## config.mk

```make
export PLATFORM = sky130hd
export DESIGN_NAME = float_divider_seq
export DESIGN_NICKNAME = d
export VERILOG_FILES = /design/src/rtl/fdiv_pkg.sv /design/src/rtl/fdiv_restoring_step.sv /design/src/rtl/float_divider_seq.sv
export SDC_FILE = /design/constraint.sdc
export NUM_CORES = 1
export LEC_CHECK = 0
export CELL_PAD_IN_SITES_DETAIL_PLACEMENT = 0
export CELL_PAD_IN_SITES_GLOBAL_PLACEMENT = 1
export CORE_MARGIN = 4
export CORE_UTILIZATION = 37
export CTS_CLUSTER_SIZE = 24
export DETAILED_ROUTE_END_ITERATION = 6
export PLACE_DENSITY_LB_ADDON = 0.1
export SLEW_MARGIN = 20
export SYNTH_ARGS = -nofsm -noshare
export SYNTH_HDL_FRONTEND = slang
export SYNTH_SLANG_ARGS = --single-unit
export TNS_END_PERCENT = 100
```

## constraint.sdc

```tcl
create_clock -name Clk -period 2.59 [get_ports Clk]
set_input_delay 0.518 -clock Clk [delete_from_list [all_inputs] [get_ports Clk]]
set_output_delay 0.518 -clock Clk [all_outputs]
set_load 0.05 [all_outputs]
```

## src/rtl/fdiv_pkg.sv

```systemverilog
// Shared types and constants for the sequential single-precision divider.
package fdiv_pkg;

  typedef enum logic [1:0] {
    IDLE,
    DIVIDE,
    NORM,
    DONE
  } state_e;

  localparam int EXP_BIAS = 127;
  localparam int MANT_W   = 23;
  localparam int QUOT_W   = 25;
  localparam int REM_W    = MANT_W + 2;

endpackage

```

## src/rtl/fdiv_restoring_step.sv

```systemverilog
// One combinational restoring-division step: subtract the divisor when it fits,
// emit the quotient bit, and shift the partial remainder left by one.
module fdiv_restoring_step
  import fdiv_pkg::*;
(
  input  logic [REM_W-1:0]  rem_i,
  input  logic [MANT_W:0]   mb_i,
  output logic              qbit_o,
  output logic [REM_W-1:0]  rem_o
);

  logic [REM_W-1:0] mb_ext;
  logic [REM_W-1:0] rem_sel;

  assign mb_ext = {1'b0, mb_i};

  always_comb begin
    qbit_o  = (rem_i >= mb_ext);
    rem_sel = qbit_o ? (rem_i - mb_ext) : rem_i;
    // rem_sel is always below the divisor, so the shift never loses a set bit.
    rem_o   = rem_sel << 1;
  end

endmodule

```

## src/rtl/float_divider_seq.sv

```systemverilog
// Iterative IEEE-754 single divider (Start/Busy/Done), ITERS_PER_CYCLE quotient bits per clock.
// Optional zero/overflow/underflow resolution when FDIV_SPECIAL_CASES_EN is defined.
module float_divider_seq
  import fdiv_pkg::*;
#(
  parameter int ITERS_PER_CYCLE = 1
) (
  input  logic        Clk,
  input  logic        Rst,
  input  logic        Start,
  input  logic [31:0] Dividend,
  input  logic [31:0] Divisor,
  output logic        Busy,
  output logic        Done,
  output logic [31:0] Result
);

  if (!(ITERS_PER_CYCLE == 1 || ITERS_PER_CYCLE == 5 || ITERS_PER_CYCLE == 25)) begin : g_bad_iters
    $error("ITERS_PER_CYCLE must be 1, 5 or 25");
  end

  localparam int         STEPS    = QUOT_W / ITERS_PER_CYCLE;
  localparam logic [4:0] CNT_LAST = 5'(STEPS - 1);

  state_e              state_q, state_d;
  logic [4:0]          cnt_q, cnt_d;
  logic                sign_q, sign_d;
  logic signed [9:0]   expd_q, expd_d;
  logic [MANT_W:0]     mb_q, mb_d;
  logic [REM_W-1:0]    rem_q, rem_d;
  logic [QUOT_W-1:0]   quo_q, quo_d;
  logic [31:0]         result_q, result_d;
`ifdef FDIV_SPECIAL_CASES_EN
  logic                a_zero_q, a_zero_d;
  logic                b_zero_q, b_zero_d;
`endif

  logic [REM_W-1:0]           rem_chain [ITERS_PER_CYCLE+1];
  logic [ITERS_PER_CYCLE-1:0] qbits;

  assign rem_chain[0] = rem_q;

  // First step of the cycle lands in the most significant new quotient bit.
  for (genvar k = 0; k < ITERS_PER_CYCLE; k++) begin : g_step
    fdiv_restoring_step u_step (
      .rem_i  (rem_chain[k]),
      .mb_i   (mb_q),
      .qbit_o (qbits[ITERS_PER_CYCLE-1-k]),
      .rem_o  (rem_chain[k+1])
    );
  end

  logic [MANT_W-1:0]  mant;
  logic               sticky;
  logic signed [9:0]  exp_n;
  logic [31:0]        raw_res;
  logic [31:0]        norm_res;

  always_comb begin
    if (quo_q[QUOT_W-1]) begin
      mant   = quo_q[QUOT_W-2:1];
      sticky = quo_q[0] | (|rem_q);
      exp_n  = expd_q + $signed(10'(EXP_BIAS));
    end else begin
      mant   = quo_q[MANT_W-1:0];
      sticky = |rem_q;
      exp_n  = expd_q + $signed(10'(EXP_BIAS - 1));
    end
    raw_res  = {sign_q, exp_n[7:0], mant[MANT_W-1:1], mant[0] | sticky};
    norm_res = raw_res;
`ifdef FDIV_SPECIAL_CASES_EN
    if (b_zero_q && !a_zero_q) begin
      norm_res = {sign_q, 8'hFF, 23'h0};
    end else if (a_zero_q && b_zero_q) begin
      norm_res = 32'h7FC0_0000;
    end else if (a_zero_q) begin
      norm_res = {sign_q, 31'h0};
    end else if (exp_n >= 10'sd255) begin
      norm_res = {sign_q, 8'hFF, 23'h0};
    end else if (exp_n <= 10'sd0) begin
      norm_res = {sign_q, 31'h0};
    end
`else
    norm_res = raw_res;
`endif
  end

  always_comb begin
    state_d  = state_q;
    cnt_d    = cnt_q;
    sign_d   = sign_q;
    expd_d   = expd_q;
    mb_d     = mb_q;
    rem_d    = rem_q;
    quo_d    = quo_q;
    result_d = result_q;
`ifdef FDIV_SPECIAL_CASES_EN
    a_zero_d = a_zero_q;
    b_zero_d = b_zero_q;
`endif
    case (state_q)
      IDLE: begin
        if (Start) begin
          state_d = DIVIDE;
          cnt_d   = '0;
          sign_d  = Dividend[31] ^ Divisor[31];
          expd_d  = $signed({2'b00, Dividend[30:23]}) - $signed({2'b00, Divisor[30:23]});
          mb_d    = {1'b1, Divisor[MANT_W-1:0]};
          rem_d   = {2'b01, Dividend[MANT_W-1:0]};
          quo_d   = '0;
`ifdef FDIV_SPECIAL_CASES_EN
          a_zero_d = (Dividend[30:23] == 8'h00);
          b_zero_d = (Divisor[30:23] == 8'h00);
`endif
        end
      end
      DIVIDE: begin
        rem_d = rem_chain[ITERS_PER_CYCLE];
        quo_d = (quo_q << ITERS_PER_CYCLE) | QUOT_W'(qbits);
        cnt_d = cnt_q + 5'd1;
        if (cnt_q == CNT_LAST) begin
          state_d = NORM;
        end
      end
      NORM: begin
        result_d = norm_res;
        state_d  = DONE;
      end
      DONE: begin
        state_d = IDLE;
      end
      default: begin
        state_d = IDLE;
      end
    endcase
  end

  always_ff @(posedge Clk) begin
    if (Rst) begin
      state_q  <= IDLE;
      cnt_q    <= '0;
      sign_q   <= 1'b0;
      expd_q   <= '0;
      mb_q     <= '0;
      rem_q    <= '0;
      quo_q    <= '0;
      result_q <= '0;
`ifdef FDIV_SPECIAL_CASES_EN
      a_zero_q <= 1'b0;
      b_zero_q <= 1'b0;
`endif
    end else begin
      state_q  <= state_d;
      cnt_q    <= cnt_d;
      sign_q   <= sign_d;
      expd_q   <= expd_d;
      mb_q     <= mb_d;
      rem_q    <= rem_d;
      quo_q    <= quo_d;
      result_q <= result_d;
`ifdef FDIV_SPECIAL_CASES_EN
      a_zero_q <= a_zero_d;
      b_zero_q <= b_zero_d;
`endif
    end
  end

  assign Busy   = (state_q == DIVIDE) || (state_q == NORM);
  assign Done   = (state_q == DONE);
  assign Result = result_q;

endmodule

```

==> results of run 1 <==
state kept, by name, summed over array words and instances (netlist names):
signal / cells
Result: 32
cnt_q: 5
expd_q: 8
mb_q: 24
quo_q: 25
rem_q: 25
sign_q: 1
state_q: 2
cells in the final DEF (no fill, tap or decap), types with 9 or more instances in the layout:
| cell | n |
|---|---|
| buf_4 | 94 |
| dfxtp_1 | 102 |
| ha_4 | 12 |
| dfxtp_2 | 19 |
| a21o_1 | 9 |
| mux2i_1 | 29 |
| nand4_1 | 9 |
| ha_1 | 25 |
| a211oi_1 | 36 |
| clkdlybuf4s50_1 | 98 |
| xnor2_1 | 15 |
| nor2b_1 | 9 |
| clkbuf_16 | 17 |
| o21ai_1 | 14 |
| nand2_1 | 91 |
| a21oi_2 | 12 |
| xor2_1 | 17 |
| a22oi_1 | 26 |
| a211oi_2 | 10 |
| nor2_1 | 87 |
| o21ai_0 | 30 |
| a21oi_1 | 62 |
| inv_1 | 44 |
| nand3_1 | 11 |
| nor3_1 | 12 |
worst register-to-register path: cells and delay by family (launching register included):
kind / cells / cell delay (ns)
AO/OA/AOI/OAI: 6 / 1.32
flip-flops: 1 / 0.33
AND/OR/NAND/NOR: 2 / 0.32
adder cells (fa/ha/maj): 1 / 0.27
buffers and inverters: 2 / 0.24
synthesized netlist by cell type (all sizes together), types with 3 or more instances:
library cell / number / share of area (%)
xnor2: 15 / 1.9
a31o: 3 / 0.38
o211ai: 3 / 0.33
or3: 7 / 0.63
xor2: 17 / 2.2
o21a: 5 / 0.65
a31oi: 4 / 0.36
o21bai: 5 / 0.54
a311oi: 3 / 0.63
o21ai: 50 / 3.7
nand4: 10 / 1.0
clkbuf: 39 / 2.2
mux2i: 29 / 4.2
a21oi: 75 / 5.4
nor3: 13 / 0.94
nor4: 7 / 0.63
nor2: 89 / 4.9
nand3: 12 / 0.87
o31ai: 4 / 0.43
a211oi: 47 / 5.1
a21o: 12 / 1.4
a22oi: 26 / 2.8
nand2: 92 / 5.0
and3: 8 / 0.80
nor2b: 10 / 0.91
inv: 50 / 2.7
buf: 13 / 1.5
dfxtp: 122 / 35
a221oi: 3 / 0.47
ha: 40 / 7.2
cell type report:
type                       count  area [um2]  area share (%)
inverter                      50         188            1.94
timing repair buffer         195        1730            17.9
sequential                   122        2470            25.5
multi-input combinational    627        4460            46.1
clock inverter                13        97.6            1.01
clock buffer                  19         443            4.58
tap                          229         287            2.96
layer usage:
| layer | vias up | part of all wire, % |
|---|---|---|
| met3 | 38 | 4.2 |
| met4 | 0 | 2.1 |
| li1 | 3361 | - |
| met2 | 178 | 46 |
| met1 | 3153 | 48 |
| met5 | - | 0 |
worst max-delay path by stage:
stage	slack (ns)	startpoint	cells after the start	to
after floorplan	-0.01	mb_q[9]$_SDFFE_PP0P_	11	rem_q[11]$_SDFFE_PP0P_
after global placement	-0.16	rem_q[0]$_SDFFE_PP0P_	12	rem_q[17]$_SDFFE_PP0P_
after detailed placement	-0.25	rem_q[0]$_SDFFE_PP0P_	12	rem_q[17]$_SDFFE_PP0P_
after CTS	-0.004	mb_q[13]$_SDFFE_PP0P_	11	rem_q[7]$_SDFFE_PP0P_
after global routing	-0.11	mb_q[8]$_SDFFE_PP0P_	11	rem_q[22]$_SDFFE_PP0P_
final	-0.01	mb_q[8]$_SDFFE_PP0P_	11	rem_q[7]$_SDFFE_PP0P_
kinds of logic (layout without fill, tap and decap cells):
family	count (synthesis)	count (layout)	share of synthesized area, %
xor gates and xnor gates	32	32	4.06
muxes	30	30	4.36
buffers and inverters	102	277	6.34
adders and majority gates	42	42	7.82
and+or+nand+nor	264	265	17.5
DFF	122	122	35.3
AOI/OAI and AO/OA	258	258	24.6
per-stage QoR:
| stage | TNS, ns | hold slack [ns] |
|---|---|---|
| global placement | -0.540 | 0.445 |
| global route | -0.914 | 0.470 |
| detailed placement | -1.34 | 0.448 |
| CTS | -0.00403 | 0.456 |
| finish | -0.0142 | 0.453 |
| floorplan | -0.0568 | 0.436 |
what timing repair did:
item,CTS,global route
buffers inserted,4,10
gates resized for setup,25,81
cloned,0,1
pin swaps,18,52
hold buffers,0,0
endpoints found under the hold margin,0,0
setup endpoints to repair,23,24
where the power goes:
group / switching [mW] / internal, mW / total (mW)
registers: 0.432 / 2.36 / 2.80
clock network: 0.919 / 1.25 / 2.17
logic: 5.68 / 4.29 / 9.97
==> impl_results.md, run 1 <==
- Die width: 145 um
- Critical-path cell list: inv_1 -> ha_4 -> and3_4 -> nand4_4 -> a2111o_1 -> a311oi_4 -> o21ai_2 -> buf_6 -> a21oi_2 -> o31ai_1 -> a22o_1
- Layout Nets: 1122
- Met3 Track Usage GR: 3.55%
- Slew Limit Headroom: 52.3%
- Routed via count: 6730
- Initial core utilization: 38.1%
- Placed Area: 0.00859 mm2
- Total Power: 14.9 mW
- Total Wirelength: 21700 um
- Syn Nets: 959
- FILL cells: 1713
- Max Clock Freq: 385 MHz
- GR Util met1: 27.7%
- Post-layout util: 53.3%
- Final ANT Viol Nets: 0
- Crit path DAT: 2.90 ns
- Status: complete, but fails checks
- Antenna violations before repair: 0
- Cells on Worst Hold Path: 2
- H-tree levels: 4
- Buffers on Ports: 100
- Vias per cell: 5.36
- GR Util met2: 33.5%
- Hold Path End: mb_q[4]$_SDFFE_PP0P_
- Synth cell types: 73
- Min setup slack post-route: -0.00986 ns
- CTS Buf Count: 17
- Sequential share of the synthesized area: 35.3%
- Skew final: 0.0104 ns
- DR pass1 iterations: 5
- Area growth from synthesis to layout: 39.9%
- Largest net degree at the start of global routing: 45
- Ys flop type: dfxtp_1
- Peak supply drop: 0.687 mV
- Num ports: 101
- Routability congestion estimate: 0.884
- Crit path max fanout: 13
- Cell area after layout: 0.00967 mm2
- Post-synth EDFFs: 0
- # rows: 49
- Tcrit/Tclk final: 100%
- DIE AREA: 0.0209 mm2
- Number of DRC markers in iteration 0: 438
- GRT overflow: 0
- R2r startpoint: mb_q[8]$_SDFFE_PP0P_
- Worst path bufs/invs: 2
- Post-Syn Area per Cell: 8.13 um2
- FF+latch count, synth: 122
- Synth Cell Area: 0.00691 mm2
- Reg2Reg Depth: 11
- N_diodes: 0
- Worst Setup Path Type: register to register
- Global routing's busiest layer: met2
- Post-placement cell count: 1209
- CTS max path bufs: 2
- DP HPWL: 16100 um
- Crit-path max cell delay: 0.45 ns
- P_leak: 3.69 nW
- DR WL/cell: 17.3 um
- Die Span Y: 145 um
- Clock-pin slew on the worst setup and hold paths: 0.06 ns
- Final Instance Count excl. Fillers: 1255
- Reg-to-reg slack, setup: -0.01 ns
- Setup WS pre-CTS: -0.254 ns
- RSZ-0062 raised after global routing: yes
- Cell Pwr Density: 1540 mW/mm2
- CTS tree: yes
- Synth async-reset ratio: 0%
- Failing checks: setup timing
- Root buf cell: clkbuf_16
- Hold Vio Cnt, Final: 0
- Crit-path leading delay family: compound AO/OA/AOI/OAI gates
- Critical Path Source Type: register
- Crit path required time: 2.89 ns
- Global Route Usage Sum: 20.5%
- Core Area: 0.0181 mm2
- Hold crit path type: register to register
- Worst reg2reg endpoint: rem_q[7]$_SDFFE_PP0P_
- Yosys warns: 0
- First-pass GRT wire length: 33600 um
- Worst setup EP type: register
- MaxCap Viol Count: 0
- Clk_lat worst skew: 0.42 ns
- CP max stage cell: a2111o_1
- Slew Viols, Final: 0
- Layout cells sized above 1: 22.4%
- Final setup vio count: 2
- CTS Sinks: 122
- Vias in the first global route: 6545
- Least-Margin Pin Slew: 0.713 ns
- Fin crit period: 2.60 ns
- Min-delay src: mb_q[4]$_SDFFE_PP0P_
- Mapped Cells: 850
- # DRC: 0
No activity file was read; power rests on OpenSTA's default activity.
==> run 2: changes to the inputs <==
--- a/config.mk
+++ b/config.mk
@@ -6,9 +6,9 @@
 export NUM_CORES = 1
 export LEC_CHECK = 0
 export CELL_PAD_IN_SITES_DETAIL_PLACEMENT = 0
-export CELL_PAD_IN_SITES_GLOBAL_PLACEMENT = 1
+export CELL_PAD_IN_SITES_GLOBAL_PLACEMENT = 2
 export CORE_MARGIN = 4
-export CORE_UTILIZATION = 37
+export CORE_UTILIZATION = 29
 export CTS_CLUSTER_SIZE = 24
 export DETAILED_ROUTE_END_ITERATION = 6
 export PLACE_DENSITY_LB_ADDON = 0.1
==> run 2 against run 1 <==
The flow still finishes with violations (setup timing). Power is 6.2% higher. Combinational power is 6% higher. Cell count is 7.5% higher. Sequential power is 4% lower. Via count is 0.62% lower. Wire length is 3.4% higher. Critical path type unchanged. Largest power group unchanged.
==> impl_results.md, run 2 (same netlist as run 1, synthesis figures left out) <==
- Status: complete, but fails checks
- Failing checks: setup timing
- Critical Path Source Type: register
- Crit path DAT: 2.94 ns
- Final setup vio count: 8
- CTS Buf Count: 17
- Cell Pwr Density: 1590 mW/mm2
- CTS tree: yes
- CTS Sinks: 122
- Switching portion of total power: 45.8%
- Area growth from synthesis to layout: 44.7%
- Core Area: 0.0235 mm2
- Routed via count: 6688
- MaxCap Viol Count: 0
- GRT overflow: 0
- Global Route Usage Sum: 16.9%
- DR WL/cell: 16.6 um
- Crit path required time: 2.92 ns
- CTS max path bufs: 2
- Worst path bufs/invs: 0
- Tcrit/Tclk final: 101%
- Die width: 162 um
- Commonest non-fill, non-tap cell in the layout: dfxtp_1
- Peak supply drop: 0.636 mV
- Crit-path max cell delay: 0.54 ns
- DIE AREA: 0.0264 mm2
- Max reg flops: 32
- Flop pwr share: 17.0%
- H-tree levels: 4
- Fin crit period: 2.62 ns
- Initial core utilization: 29.4%
- CP max stage cell: or4b_1
- Comb power frac: 67.0%
- Clk_lat worst skew: 0.43 ns
- P_int: 8.61 mW
- DR pass1 iterations: 5
- Sw power: 7.27 mW
- Clock Power Share: 16.0%
- Worst setup EP type: register
- Clock-pin slew on the worst setup and hold paths: 0.07 ns
- P_leak: 3.78 nW
- Buffers on Ports: 100
- Slew Limit Headroom: 41.8%
- Slew Viols, Final: 0
- Largest net degree at the start of global routing: 61
- Post-placement cell count: 1307
- Max Clock Freq: 382 MHz
- Vias in the first global route: 6785
- Vias per cell: 4.96
- RSZ-0062 raised after global routing: yes
- Skew final: 0.0129 ns
- Die Span Y: 162 um
- Post-layout util: 42.6%
- Critical-path cell list: ha_4 -> a21o_1 -> a221oi_4 -> o31a_2 -> a311oi_4 -> o21bai_1 -> a21boi_1 -> or4b_1 -> a311oi_2
- First-pass GRT wire length: 35700 um
- Min setup slack post-route: -0.0271 ns
- Num ports: 101
- Placed Area: 0.00879 mm2
- Total Wirelength: 22400 um
- Worst Setup Path Type: register to register
- Cell area after layout: 0.0100 mm2
- Setup WS pre-CTS: -0.274 ns
- Hold Vio Cnt, Final: 0
- N_diodes: 0
- Hold crit path type: register to register
- Setup TNS: -0.108 ns
- Layout Nets: 1126
- Final Instance Count excl. Fillers: 1349
- Crit path max fanout: 3
- Antenna violations before repair: 0
- Hold buffers post-CTS: 0
- Number of DRC markers in iteration 0: 341
- Routability congestion estimate: 0.900
- Most frequent cells in the layout: dfxtp_1 (110), clkdlybuf4s50_1 (98), buf_4 (90)
- Root buf cell: clkbuf_16
- # DRC: 0
- Least-Margin Pin Slew: 0.869 ns
- DP HPWL: 16300 um
- Layout cells sized above 1: 22.9%
- Crit-path leading delay family: compound AO/OA/AOI/OAI gates
- Final ANT Viol Nets: 0
- # rows: 56
[run 2: cell types whose count changed in the layout (fill, tap and decap cells not counted), sizes merged]
cell and change:
bufinv +3, inv +4, buf +5, clkbuf -1
nor2 -1, clkinv -3, clkinvlp -3
[run 2: area by class of cell]
type / instances / area [um2]
Clock buffer: 18 / 439
Sequential cell: 122 / 2460
Timing Repair Buffer: 200 / 1820
Multi-Input combinational cell: 626 / 4510
Fill cell: 2371 / 13500
Tap cell: 319 / 399
Inverter: 50 / 188
Clock inverter: 14 / 184
[run 2: path summary, 6_finish.rpt]
check,start,cells past startpoint,endpoint,slack (ns)
worst max-delay path,rem_q[6]$_SDFFE_PP0P_,9,rem_q[16]$_SDFFE_PP0P_,-0.03
worst min-delay path,mb_q[9]$_SDFFE_PP0P_,2,mb_q[9]$_SDFFE_PP0P_,0.45
worst min register to register,mb_q[9]$_SDFFE_PP0P_,2,mb_q[9]$_SDFFE_PP0P_,0.45
worst max register to register,rem_q[6]$_SDFFE_PP0P_,9,rem_q[16]$_SDFFE_PP0P_,-0.03
[run 2: metal layers]
layer / track usage, % / up-vias / routed length (um)
li1: - / 3357 / -
met1: 23.0 / 3141 / 10800
met2: 27.1 / 167 / 10100
met3: 3.85 / 23 / 1100
met4: 4.54 / 0 / 394
met5: 0 / - / 0
[run 2: worst reg2reg max path: cells and delay by family (launching register included)]
family,cells,cell delay [ns]
adder cells (fa/ha/maj),1,0.23
AO/OA/AOI/OAI,7,1.36
AND/OR/NAND/NOR,1,0.54
flip-flops,1,0.39
[run 2: repair_timing]
item / CTS / global route
setup buffers: 4 / 6
pin swaps: 31 / 49
setup endpoints to repair: 25 / 25
gates resized for setup: 71 / 47
[run 2: power by group through the flow]
stage	Clock [mW]	Sequential (mW)	Combinational (mW)
floorplan	0	3.22	5.10
global placement	0	2.69	8.89
detailed placement	0	2.70	8.91
CTS	2.60	2.70	9.78
global route	2.68	2.77	11.5
finish	2.53	2.70	10.6
[run 2: metrics by stage]
step	hold WS [ns]	power (mW)
floorplan	0.436	8.32
finish	0.452	15.9
detailed placement	0.448	11.6
global route	0.471	16.9
CTS	0.453	15.1
global placement	0.445	11.6
